<file path="config.mk">
export PLATFORM = sky130hd
export DESIGN_NAME = wishbone_button_ctrl
export DESIGN_NICKNAME = d
export VERILOG_FILES = /design/src/rtl/wishbone_button_ctrl.sv
export SDC_FILE = /design/constraint.sdc
export NUM_CORES = 1
export LEC_CHECK = 0
export CORE_AREA = 2 2 96 98
export DETAILED_ROUTE_END_ITERATION = 6
export DIE_AREA = 0 0 98 100
export HOLD_SLACK_MARGIN = 0.08
export SYNTH_ARGS = -nofsm -noshare
export SYNTH_HDL_FRONTEND = slang
export SYNTH_SLANG_ARGS = --single-unit
</file>
<file path="constraint.sdc">
create_clock -name clk -period 2.5 [get_ports clk]
set_input_delay 0.375 -clock clk [delete_from_list [all_inputs] [get_ports clk]]
set_output_delay 0.375 -clock clk [all_outputs]
set_load 0.005 [all_outputs]
</file>
<file path="src/rtl/wishbone_button_ctrl.sv">
// WISHBONE slave for NUM_BUTTONS push-buttons: 2-flop sync, counter debounce, sticky edge status, level IRQ.
// Every access is acked one cycle after the request, so back-to-back strobes complete every other cycle.
module wishbone_button_ctrl #(
  parameter int NUM_BUTTONS     = 4,
  parameter int DEBOUNCE_CYCLES = 16,
  parameter int ACTIVE_LOW      = 0
) (
  input  logic                   clk,
  input  logic                   rst,
  input  logic [31:0]            adr_i,
  input  logic [31:0]            dat_i,
  output logic [31:0]            dat_o,
  input  logic                   we_i,
  input  logic [3:0]             sel_i,
  input  logic                   stb_i,
  input  logic                   cyc_i,
  output logic                   ack_o,
  input  logic [NUM_BUTTONS-1:0] gpio_buttons,
  output logic                   irq_o
);

  localparam int N  = NUM_BUTTONS;
  localparam int CW = (DEBOUNCE_CYCLES > 2) ? $clog2(DEBOUNCE_CYCLES) : 1;
  localparam logic [CW-1:0] CNT_MAX = CW'(DEBOUNCE_CYCLES - 1);

  typedef enum logic [1:0] {
    REG_DATA   = 2'd0,
    REG_IRQ_EN = 2'd1,
    REG_STATUS = 2'd2,
    REG_EDGE   = 2'd3
  } reg_sel_e;

  logic [N-1:0]         pressed;
  logic [N-1:0]         s1_q, s2_q;
  logic [N-1:0]         db_q, db_d;
  logic [N-1:0][CW-1:0] cnt_q, cnt_d;
  logic [N-1:0]         irq_en_q, irq_en_d;
  logic [N-1:0]         edge_both_q, edge_both_d;
  logic [N-1:0]         status_q, status_d;
  logic [N-1:0]         set_ev, clr, wmask, wdat;
  logic                 ack_q, ack_d;
  logic [31:0]          dat_q, dat_d, rdata;
  logic                 req, wr_en;
  reg_sel_e             reg_sel;
  logic                 unused_bits;

  assign pressed     = (ACTIVE_LOW != 0) ? ~gpio_buttons : gpio_buttons;
  assign reg_sel     = reg_sel_e'(adr_i[3:2]);
  assign unused_bits = ^{adr_i[31:4], adr_i[1:0], dat_i, sel_i};

  // A sample that disagrees with db for DEBOUNCE_CYCLES consecutive edges is accepted.
  always_comb begin
    db_d  = db_q;
    cnt_d = cnt_q;
    for (int i = 0; i < N; i++) begin
      if (s2_q[i] == db_q[i]) begin
        cnt_d[i] = '0;
      end else if (cnt_q[i] == CNT_MAX) begin
        db_d[i]  = s2_q[i];
        cnt_d[i] = '0;
      end else begin
        cnt_d[i] = cnt_q[i] + 1'b1;
      end
    end
    set_ev = (db_d & ~db_q) | (~db_d & db_q & edge_both_q);
  end

  always_comb begin
    req         = cyc_i & stb_i & ~ack_q;
    wr_en       = req & we_i;
    wmask       = '0;
    for (int i = 0; i < N; i++) wmask[i] = sel_i[i/8];
    wdat        = dat_i[N-1:0] & wmask;
    irq_en_d    = irq_en_q;
    edge_both_d = edge_both_q;
    clr         = '0;
    rdata       = '0;
    unique case (reg_sel)
      REG_DATA:   rdata[N-1:0] = db_q;
      REG_IRQ_EN: begin
        rdata[N-1:0] = irq_en_q;
        if (wr_en) irq_en_d = (irq_en_q & ~wmask) | wdat;
      end
      REG_STATUS: begin
        rdata[N-1:0] = status_q;
        if (wr_en) clr = wdat;
      end
      REG_EDGE:   begin
        rdata[N-1:0] = edge_both_q;
        if (wr_en) edge_both_d = (edge_both_q & ~wmask) | wdat;
      end
      default:    rdata = '0;
    endcase
    // Set has priority over a same-cycle write-1-to-clear.
    status_d = (status_q & ~clr) | set_ev;
    ack_d    = req;
    dat_d    = req ? rdata : '0;
  end

  always_ff @(posedge clk or posedge rst) begin
    if (rst) begin
      s1_q        <= '0;
      s2_q        <= '0;
      db_q        <= '0;
      cnt_q       <= '0;
      irq_en_q    <= '0;
      edge_both_q <= '0;
      status_q    <= '0;
      ack_q       <= 1'b0;
      dat_q       <= '0;
    end else begin
      s1_q        <= pressed;
      s2_q        <= s1_q;
      db_q        <= db_d;
      cnt_q       <= cnt_d;
      irq_en_q    <= irq_en_d;
      edge_both_q <= edge_both_d;
      status_q    <= status_d;
      ack_q       <= ack_d;
      dat_q       <= dat_d;
    end
  end

  assign ack_o = ack_q;
  assign dat_o = dat_q;
  assign irq_o = |(status_q & irq_en_q);

endmodule

</file>
==> impl_metrics.yaml, run 1 <==
run_status:
  status: "finished, final reports clean"
clocking:
  cts_tree: "done"
  cts_made_buffers: 5
  cts_sinks: 45
  hold_buffers: 0
  clkLatencyLatePin_ns: 0.29
  htree_levels: 2
  post_cts_resized: 0
  clock-root-buffer: "clkbuf_8"
  postCtsSetupBuffers: 0
  clk_path_buf_depth: 2
  clk_pin_slew_ns: 0.08
grt:
  grt_overflow: 0
  antenna_found_initial: 0
  grt_max_degree: 26
  track_usage: 0.0770
  grt_pass1_wl_um: 5960
  first_global_vias: 1265
synth:
  yosys_register_bits: 45
  postSynthAreaPerCell_um2: 12.4
  synthDominantCellAreaShare: 0.524
  synthArstFlopShare: 1.00
  synth.area.top_cells: "dfrtp_1 (52%), buf_4 (10%), mux2_2 (8.4%)"
  syn_inst: 173
  ys_types: 26
  ys_seq_area_frac: 0.524
  synth_edf_count: 0
  yosysMostFrequentCell: "dfrtp_1"
  synthFlopType: "dfrtp_1"
  syn_area_mm2: 0.00215
  yosys_warnings: 0
  ys_top_cells_by_count: "dfrtp_1 (45), buf_4 (29), mux2_2 (16)"
  post-synth-top-area-cell: "dfrtp_1"
route:
  ant_nets: 0
  drc: 0
  wl_um: 3520
  routed_via_density: 4.03
  drt_pre_antenna_iters: 4
  drt-initial-drc-count: 51
  post_drt_wl_per_cell_um: 11.2
  vias: 1262
floorplan:
  die_x_um: 98
  fp.dieArea_mm2: 0.00980
  core-area_mm2: 0.00889
  ios: 111
  die_h_um: 100
  rows: 35
  start_util: 0.242
placed_design:
  place_ws_ns: 0.421
  dp_cells: 306
  hpwl_um: 2650
  gp_congestion: 0.748
  io_buffers: 21
critical_path:
  critPathLaunchType: "register"
  r2r_slack_ns: 0.95
  path_class: "reg2out"
  worstSetupEndpointType: "primary output"
  cp_data_arrival_time_ns: 1.47
  cp_max_fo: 3
  r2r_cells: 3
  regToRegStartpoint: "ack_o"
  required_ns: 2.12
sta:
  skew_ns: 0.00309
  fin_crit_sh: 0.738
  max-slew-margin-rel: 0.662
  min_period_ns: 1.84
  layout_setup_ws_ns: 0.655
  hold_ws_ns: 0.352
  hold_viol: 0
  slew_violations: 0
  rsz0062_at_grt: "false"
  max_clock_freq_mhz: 542
  worst_slew_pin_slew_ns: 0.506
  setup_viol: 0
  fin_setup_tns_ns: 0
pwr:
  finalPower_mw: 1.49
  peakVddDrop_mv: 0.212
  power.density_mw_per_mm2: 599
  p_leak_nw: 1.09
final_layout:
  fin_nets: 283
  regArea_mm2: 0.00113
  n_fill_cell: 903
  syn_to_final_growth_pct: 16.0
  drive_gt1_frac: 0.173
  multi_input_area_um2: 880
  antenna_cells: 0
  layoutNonFillerInstCount: 313
min_path:
  whs_path_depth: 0
  min_from: "s1_q[0]"
  min_to: "s2_q[0]"
  hp-class: "reg2reg"
job:
  drv_cap: 0
[stage by stage]
stage | instance area, um^2 | utilization
6_report | 2490 | 0.281
5_1_grt | 2490 | 0.281
4_1_cts | 2490 | 0.281
3_5_place_dp | 2410 | 0.271
3_3_place_gp | 2410 | 0.271
2_1_floorplan | 2250 | -
[cells in the final DEF, fill, tap and decap left out, types with 2 or more instances in the layout]
cell type / instances
nand4b_1: 3
xnor2_1: 8
conb_1: 28
o21ai_0: 7
mux4_2: 4
nor2b_1: 8
o41ai_1: 4
clkdlybuf4s50_1: 21
nor3b_1: 2
clkbuf_8: 6
a21oi_1: 6
inv_1: 5
a311oi_1: 3
a22oi_1: 2
nor2_1: 4
dfrtp_1: 45
nor3_4: 2
nand2_1: 9
nand3_1: 4
buf_4: 4
ha_1: 4
mux2_2: 16
[where the power goes]
part	internal (mW)	leakage (nW)	total, mW	switching [mW]
Combinational	0.119	0.468	0.208	0.0889
Clock	0.219	0.0443	0.446	0.227
Sequential	0.789	0.575	0.838	0.0492
Total	1.13	1.09	1.49	0.365
[routing by layer]
metal	GRT usage	up-vias	routed length, um
met1	0.101	604	1720
met3	0.0279	5	250
met4	0.0353	0	48
li1	-	612	-
met2	0.114	41	1490
met5	0	-	0
[worst max-delay path by stage]
stage	end	from
final	irq_o	register
after global routing	irq_o	register
after CTS	irq_o	register
after detailed placement	register	adr_i[3]
after global placement	register	adr_i[3]
after floorplan	async pin	rst
[logic make-up after synthesis]
group                      share of synthesized area
adders and majority gates                     0.0233
other                                        0.00174
xor gates and xnor gates                      0.0326
muxes                                          0.126
buffers and inverters                          0.114
AOI/OAI and AO/OA                             0.0722
DFF                                            0.524
and+or+nand+nor                                0.107
[worst max-delay path, cell delays in order (launching register included)]
cell and delay [ns]:
dfrtp_1 0.41, a22oi_1 0.21, nand2_1 0.10, clkdlybuf4s50_1 0.47
[final cells by class]
cell class	count	area share
timing repair buffer	25	0.0963
tap	111	0.0557
inverter	6	0.00903
clock buffer	7	0.0346
multi-input combinational	119	0.353
sequential	45	0.452
Power figures use the tool's default switching activity.
==> run 2, diff against run 1 <==
- clock period: 2.5 -> 1.84 ns (I/O delays scaled with it)
==> run 2 against run 1 <==
  * Critical path depth stayed put
  * Combinational power is 43% higher
  * Flip-flop and latch count stayed put
  * Critical endpoint unchanged
  * Total power is 39% higher
  * Sequential power is 36% higher
  * Final area is 2.6% higher
  * Routed wire length is 0.11% lower
  * Clock power is 45% higher
  * Via count is 0.55% higher
  * Sequential share of layout area is 1.1 points lower
  * Count of clock-buffer cells in the layout stayed put
==> impl_metrics.yaml, run 2 (synthesis gave the netlist of run 1 again) <==
floorplan:
  rows: 35
  core-area_mm2: 0.00889
  die_x_um: 98
  die_h_um: 100
  start_util: 0.242
  ios: 111
  fp.dieArea_mm2: 0.00980
placed_design:
  dp_cells: 311
  place_area_mm2: 0.00246
  gp_congestion: 0.776
  io_buffers: 21
  hpwl_um: 2660
run_status:
  status: "finished, final reports clean"
clocking:
  clock-root-buffer: "clkbuf_8"
  cts_sinks: 45
  clkLatencyLatePin_ns: 0.29
  clk_pin_slew_ns: 0.08
  clk_path_buf_depth: 2
  cts_made_buffers: 5
  postCtsSetupBuffers: 0
  htree_levels: 2
  hold_buffers: 0
  cts_tree: "done"
  post_cts_resized: 0
pwr:
  p_seq_frac: 0.546
  peakVddDrop_mv: 0.350
  internal_power_mw: 1.58
  p_clk_frac: 0.311
  p_comb_frac: 0.143
  p_leak_nw: 1.13
  power.density_mw_per_mm2: 812
  switching_power_uw: 495
  swShare: 0.238
final_layout:
  n_fill_cell: 904
  fin_area_mm2: 0.00256
  final_common_cell: "dfrtp_1"
  multi_input_area_um2: 880
  regArea_mm2: 0.00113
  layoutNonFillerInstCount: 319
  syn_to_final_growth_pct: 19.0
  postLayoutCoreUtil: 0.288
  antenna_cells: 0
  layout_common_cells: "dfrtp_1 (45), conb_1 (28), clkdlybuf4s50_1 (21)"
  drive_gt1_frac: 0.202
  fin_nets: 288
critical_path:
  path_class: "reg2out"
  cp_max_fo: 3
  r2r_cells: 3
  required_ns: 1.56
  slowest_stage: "clkdlybuf4s50_1"
  path_cells: "a22oi_1 -> nand2_1 -> clkdlybuf4s50_1"
  cp_num_buf_inv: 1
  regToRegStartpoint: "ack_o"
  r2r_slack_ns: 0.48
  critPathLaunchType: "register"
  cp_slowest_stage_delay_ns: 0.46
  worstSetupEndpointType: "primary output"
  cp_data_arrival_time_ns: 1.47
  cp_top_family: "buffers and inverters"
sta:
  rsz0062_at_grt: "false"
  fin_crit_sh: 0.949
  fin_setup_tns_ns: 0
  slew_violations: 0
  hold_viol: 0
  setup_viol: 0
  skew_ns: 0.00915
  min_period_ns: 1.75
  max_clock_freq_mhz: 573
min_path:
  hp-class: "in2async"
grt:
  grt_max_degree: 22
  track_usage: 0.0766
  top_usage_layer: "met1"
  grt_overflow: 0
  met3_usage: 0.0237
  grt_use_met1: 0.114
  first_global_vias: 1225
  grt_use_met2: 0.105
  antenna_found_initial: 0
  grt_pass1_wl_um: 5910
route:
  drt-initial-drc-count: 104
  ant_nets: 0
  wl_um: 3510
  post_drt_wl_per_cell_um: 11.0
  vias: 1269
  drc: 0
  drt_pre_antenna_iters: 4
  routed_via_density: 3.98
job:
  drv_cap: 0
## run 2: worst max-delay path by stage
| stage | startpoint | end | cells after the start |
|---|---|---|---|
| after global placement | adr_i[3] | register | 4 |
| after floorplan | rst | async pin | 1 |
| after detailed placement | adr_i[3] | register | 4 |
| after CTS | register | irq_o | 3 |
| after global routing | register | irq_o | 3 |
| final | register | irq_o | 3 |
## run 2: layer usage
metal,vias up,routed length [um]
li1,613,-
met1,614,1790
met2,39,1520
met3,3,172
met4,0,26
met5,-,0
## run 2: final cells by class
cell class / instances / share of cell area
Tap cell: 111 / 0.0543
Inverter: 6 / 0.00880
Sequential cell: 45 / 0.440
Clock inverter: 1 / 0.00196
Timing Repair Buffer: 30 / 0.113
Multi-Input combinational cell: 119 / 0.344
Clock buffer: 7 / 0.0377
## run 2: through the flow
stage	hold slack, ns	worst slack [ns]	power (mW)
after floorplan	0.307	0.499	1.37
after global placement	0.333	0.0517	1.45
after detailed placement	0.336	0.0553	1.45
after CTS	0.319	0.0761	2.11
after global routing	0.359	0.0165	2.20
final	0.312	0.0935	2.08
## run 2: power groups by stage
stage	Sequential (mW)	Clock [mW]	Combinational [mW]
after CTS	1.14	0.677	0.301
after global placement	1.15	0	0.293
after floorplan	1.14	0	0.226
final	1.14	0.647	0.297
after detailed placement	1.16	0	0.299
after global routing	1.15	0.717	0.337
==> run 3, diff against run 2 <==
- ABC_AREA: not set -> 1
- CORE_AREA: 2 2 96 98 -> 2 2 98 100
- DIE_AREA: 0 0 98 100 -> 0 0 100 102
==> run 3 against run 2 <==
  * Clock power grew 1%
  * Via count grew 27%
  * Register-to-register slack gained 0.11 ns
  * Routed wire length grew 13%
  * Sequential share of layout area shrank 0.51 points
  * Count of clock-buffer cells in the layout is the same
  * Maximum frequency grew 4.4%
  * Largest cell class unchanged
  * Die area grew 4.1%
==> impl_metrics.yaml, run 3 <==
floorplan:
  die_h_um: 102
  start_util: 0.245
  fp.dieArea_mm2: 0.0102
  ios: 111
  rows: 35
  die_x_um: 100
  core-area_mm2: 0.00911
sta:
  rsz0062_at_grt: "false"
  max_clock_freq_mhz: 598
  hold_ws_ns: 0.316
  layout_setup_ws_ns: 0.167
  min_period_ns: 1.67
  slew_violations: 0
  fin_setup_tns_ns: 0
  setup_viol: 0
  hold_viol: 0
  fin_crit_sh: 0.909
  skew_ns: 0.00290
synth:
  yosysMostFrequentCell: "nand2_1"
  synthDominantCellAreaShare: 0.505
  ys_types: 22
  post-synth-top-area-cell: "dfrtp_1"
  syn_area_mm2: 0.00223
  syn_inst: 258
  ys_seq_area_frac: 0.505
  synthFlopType: "dfrtp_1"
  synthArstFlopShare: 1.00
  synth_edf_count: 0
  synth.area.top_cells: "dfrtp_1 (50%), nand2_1 (11%), buf_4 (9.4%)"
  yosys_register_bits: 45
  postSynthAreaPerCell_um2: 8.65
  yosys_warnings: 0
  ys_top_cells_by_count: "nand2_1 (67), dfrtp_1 (45), nor2_1 (31)"
clocking:
  htree_levels: 2
  cts_tree: "done"
  post_cts_resized: 0
  cts_made_buffers: 5
  hold_buffers: 0
  postCtsSetupBuffers: 0
  clkLatencyLatePin_ns: 0.29
  clk_path_buf_depth: 2
  cts_sinks: 45
  clk_pin_slew_ns: 0.08
  clock-root-buffer: "clkbuf_8"
route:
  post_drt_wl_per_cell_um: 9.95
  wl_um: 3960
  ant_nets: 0
  drt_pre_antenna_iters: 4
  drc: 0
  drt-initial-drc-count: 104
  vias: 1607
  routed_via_density: 4.04
run_status:
  status: "finished, final reports clean"
grt:
  grt_max_degree: 46
  track_usage: 0.0866
  first_global_vias: 1496
  antenna_found_initial: 0
  grt_overflow: 0
  grt_pass1_wl_um: 6970
pwr:
  p_leak_nw: 1.26
  p_clk_frac: 0.317
  switching_power_uw: 534
  p_comb_frac: 0.136
  power.density_mw_per_mm2: 799
  internal_power_mw: 1.53
  p_seq_frac: 0.547
  swShare: 0.258
  peakVddDrop_mv: 0.274
final_layout:
  syn_to_final_growth_pct: 16.0
  layoutNonFillerInstCount: 398
  fin_nets: 367
  drive_gt1_frac: 0.0592
  antenna_cells: 0
  layout_common_cells: "nand2_1 (67), dfrtp_1 (45), nor2_1 (31)"
  final_common_cell: "nand2_1"
job:
  drv_cap: 0
placed_design:
  io_buffers: 21
  hpwl_um: 2940
  place_ws_ns: 0.272
  dp_cells: 390
  gp_congestion: 0.878
critical_path:
  cp_data_arrival_time_ns: 1.40
  worstSetupEndpointType: "primary output"
  required_ns: 1.56
  critPathLaunchType: "register"
  cp_max_fo: 3
  path_class: "reg2out"
min_path:
  hp-class: "in2async"
-- run 3: cell count changes after synthesis, moves of 8 or more --
cell / previous run / this run
nand3_1: 4 / 17
mux2_2: 16 / 0
nor2_1: 4 / 31
inv_1: 6 / 20
nor2b_1: 8 / 0
nand2_1: 9 / 67
-- run 3: power groups by stage --
stage	Clock (mW)	Combinational (mW)	Sequential, mW
2_1_floorplan	0	0.216	1.14
6_report	0.655	0.281	1.13
3_5_place_dp	0	0.286	1.15
3_3_place_gp	0	0.278	1.15
5_1_grt	0.736	0.330	1.14
4_1_cts	0.693	0.286	1.13
-- run 3: cell type report --
cell class	count	area [um^2]
Clock buffer	7	96.3
Clock inverter	1	5.00
Fill cell	969	6520
Inverter	22	82.6
Multi-Input combinational cell	189	902
Sequential cell	45	1130
Tap cell	111	139
Timing Repair Buffer	23	238
-- run 3: worst paths after layout --
path                                from         to  slack (ns)  cells past startpoint
worst max-delay path            register      irq_o        0.17                      3
worst min-delay path                 rst  cnt_q[14]        0.32                      3
worst max register to register     ack_o   register        0.59                      6
worst min register to register   s1_q[0]    s2_q[0]        0.35                      0
max in group asynchronous            rst  async pin        1.31                      3
min in group clk                 s1_q[0]    s2_q[0]        0.35                      0
-- run 3: worst max-delay path: stages (launching register included) --
cell	delay [ns]
dfrtp_1	0.40
nand2_1	0.09
nand4_1	0.14
clkdlybuf4s50_1	0.48
-- run 3: cells by family after synthesis --
group | after synthesis | synth area share
simple gates | 126 | 0.241
buf+inv | 51 | 0.136
xor+xnor | 11 | 0.0432
flops | 45 | 0.505
fa+ha+maj | 4 | 0.0224
compound gates | 20 | 0.0510
other cells | 1 | 0.00168
-- run 3: stage by stage --
step           power (mW)  cell area [um^2]  utilization
5_1_grt              2.21              2590        0.284
2_1_floorplan        1.35              2330            -
6_report             2.07              2590        0.284
3_3_place_gp         1.43              2490        0.273
3_5_place_dp         1.44              2490        0.273
4_1_cts              2.11              2590        0.284
-- run 3: metal layers --
metal	GRT usage	vias up	routed length (um)
met5	0	-	0
met4	0.0316	0	46
met2	0.130	64	1770
met3	0.0267	6	324
li1	-	811	-
met1	0.118	726	1820
